<file path="config.mk">
export PLATFORM = sky130hd
export DESIGN_NAME = mem_access_unit
export DESIGN_NICKNAME = d
export VERILOG_FILES = /design/src/rtl/mem_pkg.sv /design/src/rtl/mem_lane_align.sv /design/src/rtl/mem_access_unit.sv
export SDC_FILE = /design/constraint.sdc
export NUM_CORES = 1
export LEC_CHECK = 0
export ABC_AREA = 1
export BUFFER_PORTS_ARGS = -buffer_cell sky130_fd_sc_hd__buf_2
export CORE_UTILIZATION = 30
export CTS_CLUSTER_DIAMETER = 60
export CTS_CLUSTER_SIZE = 12
export DETAILED_ROUTE_END_ITERATION = 10
export HOLD_SLACK_MARGIN = 0.05
export SLEW_MARGIN = 30
export SYNTH_ARGS = -nofsm -noshare
export SYNTH_HDL_FRONTEND = slang
export SYNTH_HIERARCHICAL = 1
export SYNTH_SLANG_ARGS = --single-unit
</file>
<file path="constraint.sdc">
create_clock -name Clk -period 7.07 [get_ports Clk]
set_clock_uncertainty 0.1 [all_clocks]
set_input_delay 1.414 -clock Clk [delete_from_list [all_inputs] [get_ports Clk]]
set_output_delay 1.414 -clock Clk [all_outputs]
set_load 0.02 [all_outputs]
</file>
<file path="src/rtl/mem_pkg.sv">
// Shared encodings and helpers for the MEM-stage data-memory access path.
package mem_pkg;

  // Access size encodings carried on MuxLoad_in (2'b11 is treated as word)
  localparam logic [1:0] SZ_WORD = 2'b00;
  localparam logic [1:0] SZ_HALF = 2'b01;
  localparam logic [1:0] SZ_BYTE = 2'b10;

  // Bus transaction controller states
  typedef enum logic [1:0] {
    S_IDLE = 2'b00,
    S_REQ  = 2'b01,
    S_DONE = 2'b10
  } state_t;

  function automatic logic [31:0] sext8(input logic [7:0] b);
    return {{24{b[7]}}, b};
  endfunction

  function automatic logic [31:0] sext16(input logic [15:0] h);
    return {{16{h[15]}}, h};
  endfunction

endpackage

</file>
<file path="src/rtl/mem_lane_align.sv">
// Lane steering for data-memory accesses: alignment check, byte enables and
// store replication for the incoming access, and sign-extending lane
// extraction for the read word of the access in flight.
module mem_lane_align
  import mem_pkg::*;
(
  input  logic [1:0]  acc_size,
  input  logic [1:0]  acc_addr_lo,
  input  logic [31:0] st_data,
  output logic        aligned,
  output logic [3:0]  byte_en,
  output logic [31:0] st_data_rep,
  input  logic [1:0]  ld_size,
  input  logic [1:0]  ld_addr_lo,
  input  logic [31:0] rd_word,
  output logic [31:0] ld_data
);

  // Store side: alignment, byte enables and lane-replicated data
  always_comb begin
    aligned     = 1'b1;
    byte_en     = '0;
    st_data_rep = '0;
    case (acc_size)
      SZ_BYTE: begin
        byte_en     = 4'b0001 << acc_addr_lo;
        st_data_rep = {4{st_data[7:0]}};
      end
      SZ_HALF: begin
        aligned     = ~acc_addr_lo[0];
        byte_en     = acc_addr_lo[1] ? 4'b1100 : 4'b0011;
        st_data_rep = {2{st_data[15:0]}};
      end
      default: begin
        aligned     = (acc_addr_lo == 2'b00);
        byte_en     = 4'b1111;
        st_data_rep = st_data;
      end
    endcase
  end

  // Load side: pick the addressed lane and sign-extend it
  always_comb begin
    ld_data = rd_word;
    case (ld_size)
      SZ_BYTE: begin
        case (ld_addr_lo)
          2'd0:    ld_data = sext8(rd_word[7:0]);
          2'd1:    ld_data = sext8(rd_word[15:8]);
          2'd2:    ld_data = sext8(rd_word[23:16]);
          default: ld_data = sext8(rd_word[31:24]);
        endcase
      end
      SZ_HALF: ld_data = ld_addr_lo[1] ? sext16(rd_word[31:16]) : sext16(rd_word[15:0]);
      default: ld_data = rd_word;
    endcase
  end

endmodule

</file>
<file path="src/rtl/mem_access_unit.sv">
// MEM-stage data-memory access controller: runs a req/ack bus transaction
// for each aligned load/store, stalls the pipeline while it is outstanding,
// flags misaligned accesses and abandons transactions that time out.
module mem_access_unit
  import mem_pkg::*;
#(
  parameter int unsigned TIMEOUT = 15
) (
  input  logic        Clk,
  input  logic        Rst,
  input  logic        MemRead_in,
  input  logic        MemWrite_in,
  input  logic [1:0]  MuxLoad_in,
  input  logic [31:0] ALUResult_in,
  input  logic [31:0] Rt_in,
  output logic        Stall,
  output logic [31:0] ReadData_out,
  output logic        AccessDone,
  output logic        AlignErr,
  output logic        BusErr,
  output logic        DMemReq,
  output logic        DMemWe,
  output logic [31:0] DMemAddr,
  output logic [3:0]  DMemBE,
  output logic [31:0] DMemWData,
  input  logic        DMemAck,
  input  logic [31:0] DMemRData
);

  localparam int unsigned CW = ($clog2(TIMEOUT + 1) > 4) ? $clog2(TIMEOUT + 1) : 4;

  state_t        state;
  logic [CW-1:0] cnt;
  logic [1:0]    size_q;
  logic [1:0]    addr_lo_q;
  logic          access;
  logic          aligned;
  logic [3:0]    be_n;
  logic [31:0]   wdata_n;
  logic [31:0]   ld_data;

  assign access = MemRead_in | MemWrite_in;

  mem_lane_align u_lane (
    .acc_size    (MuxLoad_in),
    .acc_addr_lo (ALUResult_in[1:0]),
    .st_data     (Rt_in),
    .aligned     (aligned),
    .byte_en     (be_n),
    .st_data_rep (wdata_n),
    .ld_size     (size_q),
    .ld_addr_lo  (addr_lo_q),
    .rd_word     (DMemRData),
    .ld_data     (ld_data)
  );

  // Stall is gated by reset so it drops with the asynchronous clear even
  // while EX/MEM still presents the access.
  assign Stall = Rst & (((state == S_IDLE) & access & aligned) | (state == S_REQ));

  // Transaction FSM, timeout counter, latched bus fields and pulse outputs
  always_ff @(posedge Clk or negedge Rst) begin
    if (!Rst) begin
      state        <= S_IDLE;
      cnt          <= '0;
      size_q       <= '0;
      addr_lo_q    <= '0;
      ReadData_out <= '0;
      AccessDone   <= 1'b0;
      AlignErr     <= 1'b0;
      BusErr       <= 1'b0;
      DMemReq      <= 1'b0;
      DMemWe       <= 1'b0;
      DMemAddr     <= '0;
      DMemBE       <= '0;
      DMemWData    <= '0;
    end else begin
      AccessDone <= 1'b0;
      AlignErr   <= 1'b0;
      BusErr     <= 1'b0;
      case (state)
        S_IDLE: begin
          if (access) begin
            if (!aligned) begin
              AlignErr <= 1'b1;
            end else begin
              size_q    <= MuxLoad_in;
              addr_lo_q <= ALUResult_in[1:0];
              DMemAddr  <= {ALUResult_in[31:2], 2'b00};
              DMemWe    <= MemWrite_in;
              DMemBE    <= be_n;
              DMemWData <= wdata_n;
              DMemReq   <= 1'b1;
              cnt       <= '0;
              state     <= S_REQ;
            end
          end
        end
        S_REQ: begin
          if (DMemAck) begin
            if (!DMemWe) ReadData_out <= ld_data;
            DMemReq    <= 1'b0;
            AccessDone <= 1'b1;
            state      <= S_DONE;
          end else if (cnt == CW'(TIMEOUT)) begin
            DMemReq    <= 1'b0;
            AccessDone <= 1'b1;
            BusErr     <= 1'b1;
            state      <= S_DONE;
          end else begin
            cnt <= cnt + CW'(1);
          end
        end
        S_DONE:  state <= S_IDLE;
        default: state <= S_IDLE;
      endcase
    end
  end

endmodule

</file>
Yosys cells after proc, flatten, opt, wreduce, memory -nomap -nowiden
Index checks and enable logic that the tools add are counted.
{"block": "word_totals", "word_cells": 74, "in_bits": 103, "register_bits": 113}
{"block": "op_classes", "reduce_logical": 9, "bitwise": 7, "n_addsub": 1, "eq_ne": 13, "mux": 30, "n_shift": 1}
{"op": "case mux 32 bit (2 select lines)", "n": 2}
{"op": "case mux 32 bit (3 select lines)", "n": 1}
{"op": "two-way mux 32 bit", "n": 1}
{"op": "two-way mux 4 bit", "n": 5}
{"op": "case mux 4 bit (2 select lines)", "n": 2}
{"op": "two-way mux 1 bit", "n": 12}
{"op": "AND reduction 3 bit", "n": 3}
{"op": "== test 2 x 1 -> 1 bit (second input constant)", "n": 4}
{"op": "two-way mux 2 bit", "n": 4}
{"op": "!= test 2 bit (second input constant)", "n": 4}
{"op": "== test 2 bit (second input constant)", "n": 3}
{"op": "zero test 2 bit", "n": 3}
{"op": "AND reduction 5 bit", "n": 1}
{"op": "adder 4 x 1 -> 4 bit (second input constant)", "n": 1}
{"op": "== test 4 bit (second input constant)", "n": 1}
{"op": "case mux 1 bit (2 select lines)", "n": 2}
{"op": "case mux 2 bit (2 select lines)", "n": 1}
{"op": "AND reduction 4 bit", "n": 1}
{"op": "left shift 1 x 2 -> 4 bit (first input constant)", "n": 1}
{"op": "bitwise AND 1 bit", "n": 3}
{"op": "!= test 3 x 2 -> 1 bit (second input constant)", "n": 1}
{"op": "inverter 1 bit", "n": 2}
{"op": "bitwise OR 1 bit", "n": 2}
{"op": "nonzero test 2 bit", "n": 1}

Depth between registers and ports, before layout
{"block": "depth", "word_depth": 5, "depth_mapped": 11, "ltp_nobuf": 10}

Hierarchy
The synthesis kept the hierarchy.
{"module": "mem_access_unit", "area_per_inst_um2": 4702.0, "n_inst": 1, "cells_per_inst": 497}
{"module": "mem_lane_align", "area_per_inst_um2": 1358.8, "n_inst": 1, "cells_per_inst": 298}

Least setup slack after synthesis
No wires, ideal clock.
{"block": "synth_timing", "kind": "input to output", "start": "input port MuxLoad_in[0]", "end": "output port Stall", "t_arrival_ns": 3.139, "n_path_buf": 2, "t_required_ns": 5.556, "slack_ns": 2.417, "stages": 9, "path_cell_list": "inv_1 -> ha_1 -> buf_2 -> inv_1 -> o21ai_1 -> o32ai_1 -> nand3_4 -> buf_6 -> a21boi_0"}
{"block": "synth_between", "elab_chain_len": 5, "word_cells_on_any_way": 6, "classes_between": "2 x eq/ne; 1 x mux; 3 x bitwise"}
{"element": "start, declared", "line_no": "mem_access_unit.sv:13", "rtl": "input logic [1:0] MuxLoad_in,"}
{"element": "== test 2 x 1 -> 1 bit / == test 2 bit (equally long branches)", "line_no": "mem_lane_align.sv:24", "rtl": "case (acc_size)"}
{"element": "case mux 1 bit (2 select lines) (*)", "line_no": "mem_lane_align.sv:24"}
{"element": "net aligned", "line_no": "mem_access_unit.sv:37", "rtl": "logic aligned;"}
{"element": "bitwise AND 1 bit (*)", "line_no": "mem_access_unit.sv:59", "rtl": "assign Stall = Rst & (((state == S_IDLE) & access & aligned) | (state == S_REQ));"}
{"element": "bitwise OR 1 bit (*)", "line_no": "mem_access_unit.sv:59"}
{"element": "bitwise AND 1 bit (*)", "line_no": "mem_access_unit.sv:59"}
{"element": "end, declared", "line_no": "mem_access_unit.sv:16", "rtl": "output logic Stall,"}
Mark *: on every way through the listed nets, which the timed path passes. The rest lies on a longest branch.

Final worst setup path
Ends and elaborated chain as after synthesis.

==> run_results.csv <==
group,metric,value,unit
hold_path,hold_path.startpoint,"ReadData_out[0]$_DFFE_PN0P_",
placed_design,gp_congestion,0.872,
pwr,max-vdd-ir-drop,172,µV
setup_path,rr_worst_depth,8,
cts,htree_num_levels,4,
hold_path,hold_end,"ReadData_out[0]$_DFFE_PN0P_",
synth,ys_ff_latch,113,
sta,max_clock_freq,187,MHz
sta,setup-violations-final,0,
cts,clk_latency,410,ps
sta,drv_slew,0,
pwr,power_leakage,4.54,nW
routing,dr.pass1.iters,4,
global_route,grt.overflow.total,0,
cts,cts_setup_buffers,0,
sta,holdWs,361,ps
sta,period_needed,5360,ps
routing,via_count,5480,
synth,synth_ff_type,"dfrtp_1",
routing,wirelength,16400,µm
floorplanning,chipHeight,144,µm
synth,seq_area_frac_synth,46.7,%
final_layout,drive_above_1_share,31.4,%
setup_path,required,5560,ps
setup_path,arrival,3840,ps
floorplanning,start_util,30.8,%
final_layout,diodes,0,
setup_path,critPathKind,"in2out",
sta,rsz0062_at_grt,"no",
floorplanning,core_area,19700,µm²
floorplanning,rows,51,
final_layout,syn2layout_area_growth,26.5,%
synth,synthArstFlopShare,100,%
synth,syn_inst,795,
sta,worst_pin_slew,768,ps
routing,drtIter0Drc,274,
cts,clk_path_buf_depth,2,
floorplanning,dieArea,20800,µm²
routing,post_drt_wl_per_cell,13.1,µm
routing,vias_per_cell,4.36,
routing,drtAntennaViolNets,0,
global_route,grt_pass1_wl,25900,µm
sta,setup_tns,0,ps
synth,synth_warnings,6,
synth,netlist_area,6060,µm²
global_route,grt_max_degree,80,
sta,relSlewSlack,48.8,%
cts,cts_made_buffers,17,
flow_run,maxCapViolations,0,
setup_path,reg2reg_from,"size_q[0]$_DFFE_PN0P_",
placed_design,io_buffers,206,
cts,post_cts_resized,0,
cts,clk_pin_slew_worst_paths,60,ps
hold_path,hold_path.class,"reg2reg",
synth,syn_avg_cell_area,7.62,µm²
setup_path,end_kind,"output port",
cts,hold_buffers,0,
final_layout,nets,1086,
setup_path,cp_max_fo,22,
setup_path,r2r-end,"ReadData_out[7]$_DFFE_PN0P_",
cts,cts-root-buf,"clkbuf_16",
hold_path,hold_depth,2,
sta,finalHoldViolCount,0,
global_route,track_usage,16.3,%
outcome,status,"finished clean",
global_route,grt_pass1_vias,5089,
setup_path,rrSetupSlack,4770,ps
placed_design,place_hpwl,11900,µm
floorplanning,die_w,144,µm
sta,period_share,75.8,%
pwr,p_total,3.23,mW
routing,drc,0,
pwr,powerDensity,421,nW/µm²
setup_path,worst_setup_path_start_kind,"input port",
synth,yosys.cell_types.count,35,
cts,cts_tree,"built",
cts,clock_sinks,113,
floorplanning,io_pins,209,
synth,synth-edff-count,0,
global_route,antenna_found_initial,1,
[layer usage]
layer  part of all wire, %  vias up  track usage (%)
met1                    45     2469             20.3
met3                   7.2       22             4.67
met5                 0.073        -                0
li1                      -     2789                -
met4                   1.6        2             5.71
met2                    46      198             26.7
[synth_stat cells, types with 2 or more instances]
| library cell | number | area share (%) |
|---|---|---|
| buf_2 | 17 | 1.4 |
| buf_4 | 13 | 1.6 |
| buf_6 | 10 | 1.9 |
| clkbuf_1 | 3 | 0.19 |
| dfrtp_1 | 113 | 47 |
| ha_1 | 5 | 1.0 |
| inv_1 | 127 | 7.9 |
| inv_2 | 4 | 0.25 |
| nand2_1 | 261 | 16 |
| nand2_2 | 35 | 3.6 |
| nand3_1 | 62 | 5.1 |
| nand3_2 | 2 | 0.33 |
| nor2_1 | 27 | 1.7 |
| nor2_2 | 2 | 0.21 |
| o21ai_0 | 24 | 2.0 |
| o21ai_1 | 45 | 3.7 |
| o21ai_2 | 20 | 2.9 |
| o22ai_1 | 8 | 0.83 |
[final cells by class]
class	count	area [µm²]
repair buffers	210	1070
well taps	265	332
multi-input cells	504	2390
fillers	2134	12000
clock buffers	19	443
flip-flops and latches	113	2830
inverters	132	500
clock inverters	13	114
[how the worst max path moves through the flow]
stage               cells after the start  slack [ps]          start                        end
global placement                        9        1820  MuxLoad_in[0]                      Stall
finish                                  9        1710  MuxLoad_in[0]                      Stall
global route                            9        1490  MuxLoad_in[0]                      Stall
floorplan                               9        2420  MuxLoad_in[0]                      Stall
CTS                                     9        1740  MuxLoad_in[0]                      Stall
detailed placement                     10        1720  MuxLoad_in[0]  DMemWData[27]$_DFFE_PN0P_
[state kept, by name (all words and copies together) (netlist names)]
signal / cells
cnt: 4
DMemWe: 1
DMemWData: 32
size_q: 2
DMemBE: 4
addr_lo_q: 2
DMemAddr: 30
ReadData_out: 32
AccessDone: 1
AlignErr: 1
state: 2
BusErr: 1
DMemReq: 1
[cells by family (layout without fill, tap and decap cells)]
kind of cell    after synthesis  in the layout  synth area share (%)
simple gates                396            396                  28.2
compound gates              100            100                  9.87
flops                       113            113                  46.7
xor+xnor                      1              1                 0.145
fa+ha+maj                     5              5                  1.03
other cells                   1              2                0.0619
buf+inv                     179            374                  14.1
[placed cells by master (no fill, tap or decap), drive strengths merged]
master / count
nand2: 297
buf: 210
inv: 133
dfrtp: 113
o21ai: 89
nand3: 65
nor2: 29
clkbuf: 19
o22ai: 8
clkinv: 6
ha: 5
clkinvlp: 5
conb: 2
or2: 2
a21boi: 1
nor3: 1
and3b: 1
xnor2: 1
nand4: 1
bufinv: 1
o21bai: 1
o32ai: 1
[power breakdown]
group          internal (mW)  total [mW]  switching (mW)
logic                  0.448        1.36           0.910
registers              0.904        1.06           0.160
clock network          0.491       0.809           0.318
total                   1.84        3.23            1.39
[metrics by stage]
stage / setup slack [ps] / cells / instance area, µm² / utilization [%]
global placement: 1820 / 1224 / 7110 / 36.2
global route: 1490 / 1256 / 7670 / 39.0
floorplan: 2420 / 796 / 6060 / -
detailed placement: 1720 / 1224 / 7110 / 36.2
finish: 1710 / 1256 / 7670 / 39.0
CTS: 1740 / 1256 / 7670 / 39.0
[critical path: stages]
cell	delay [ps]
buf_2	100
inv_1	40
ha_1	490
inv_1	500
o21ai_1	380
o32ai_1	410
nand3_4	110
a21boi_0	190
buf_2	200
No activity file was read; power rests on OpenSTA's default activity.
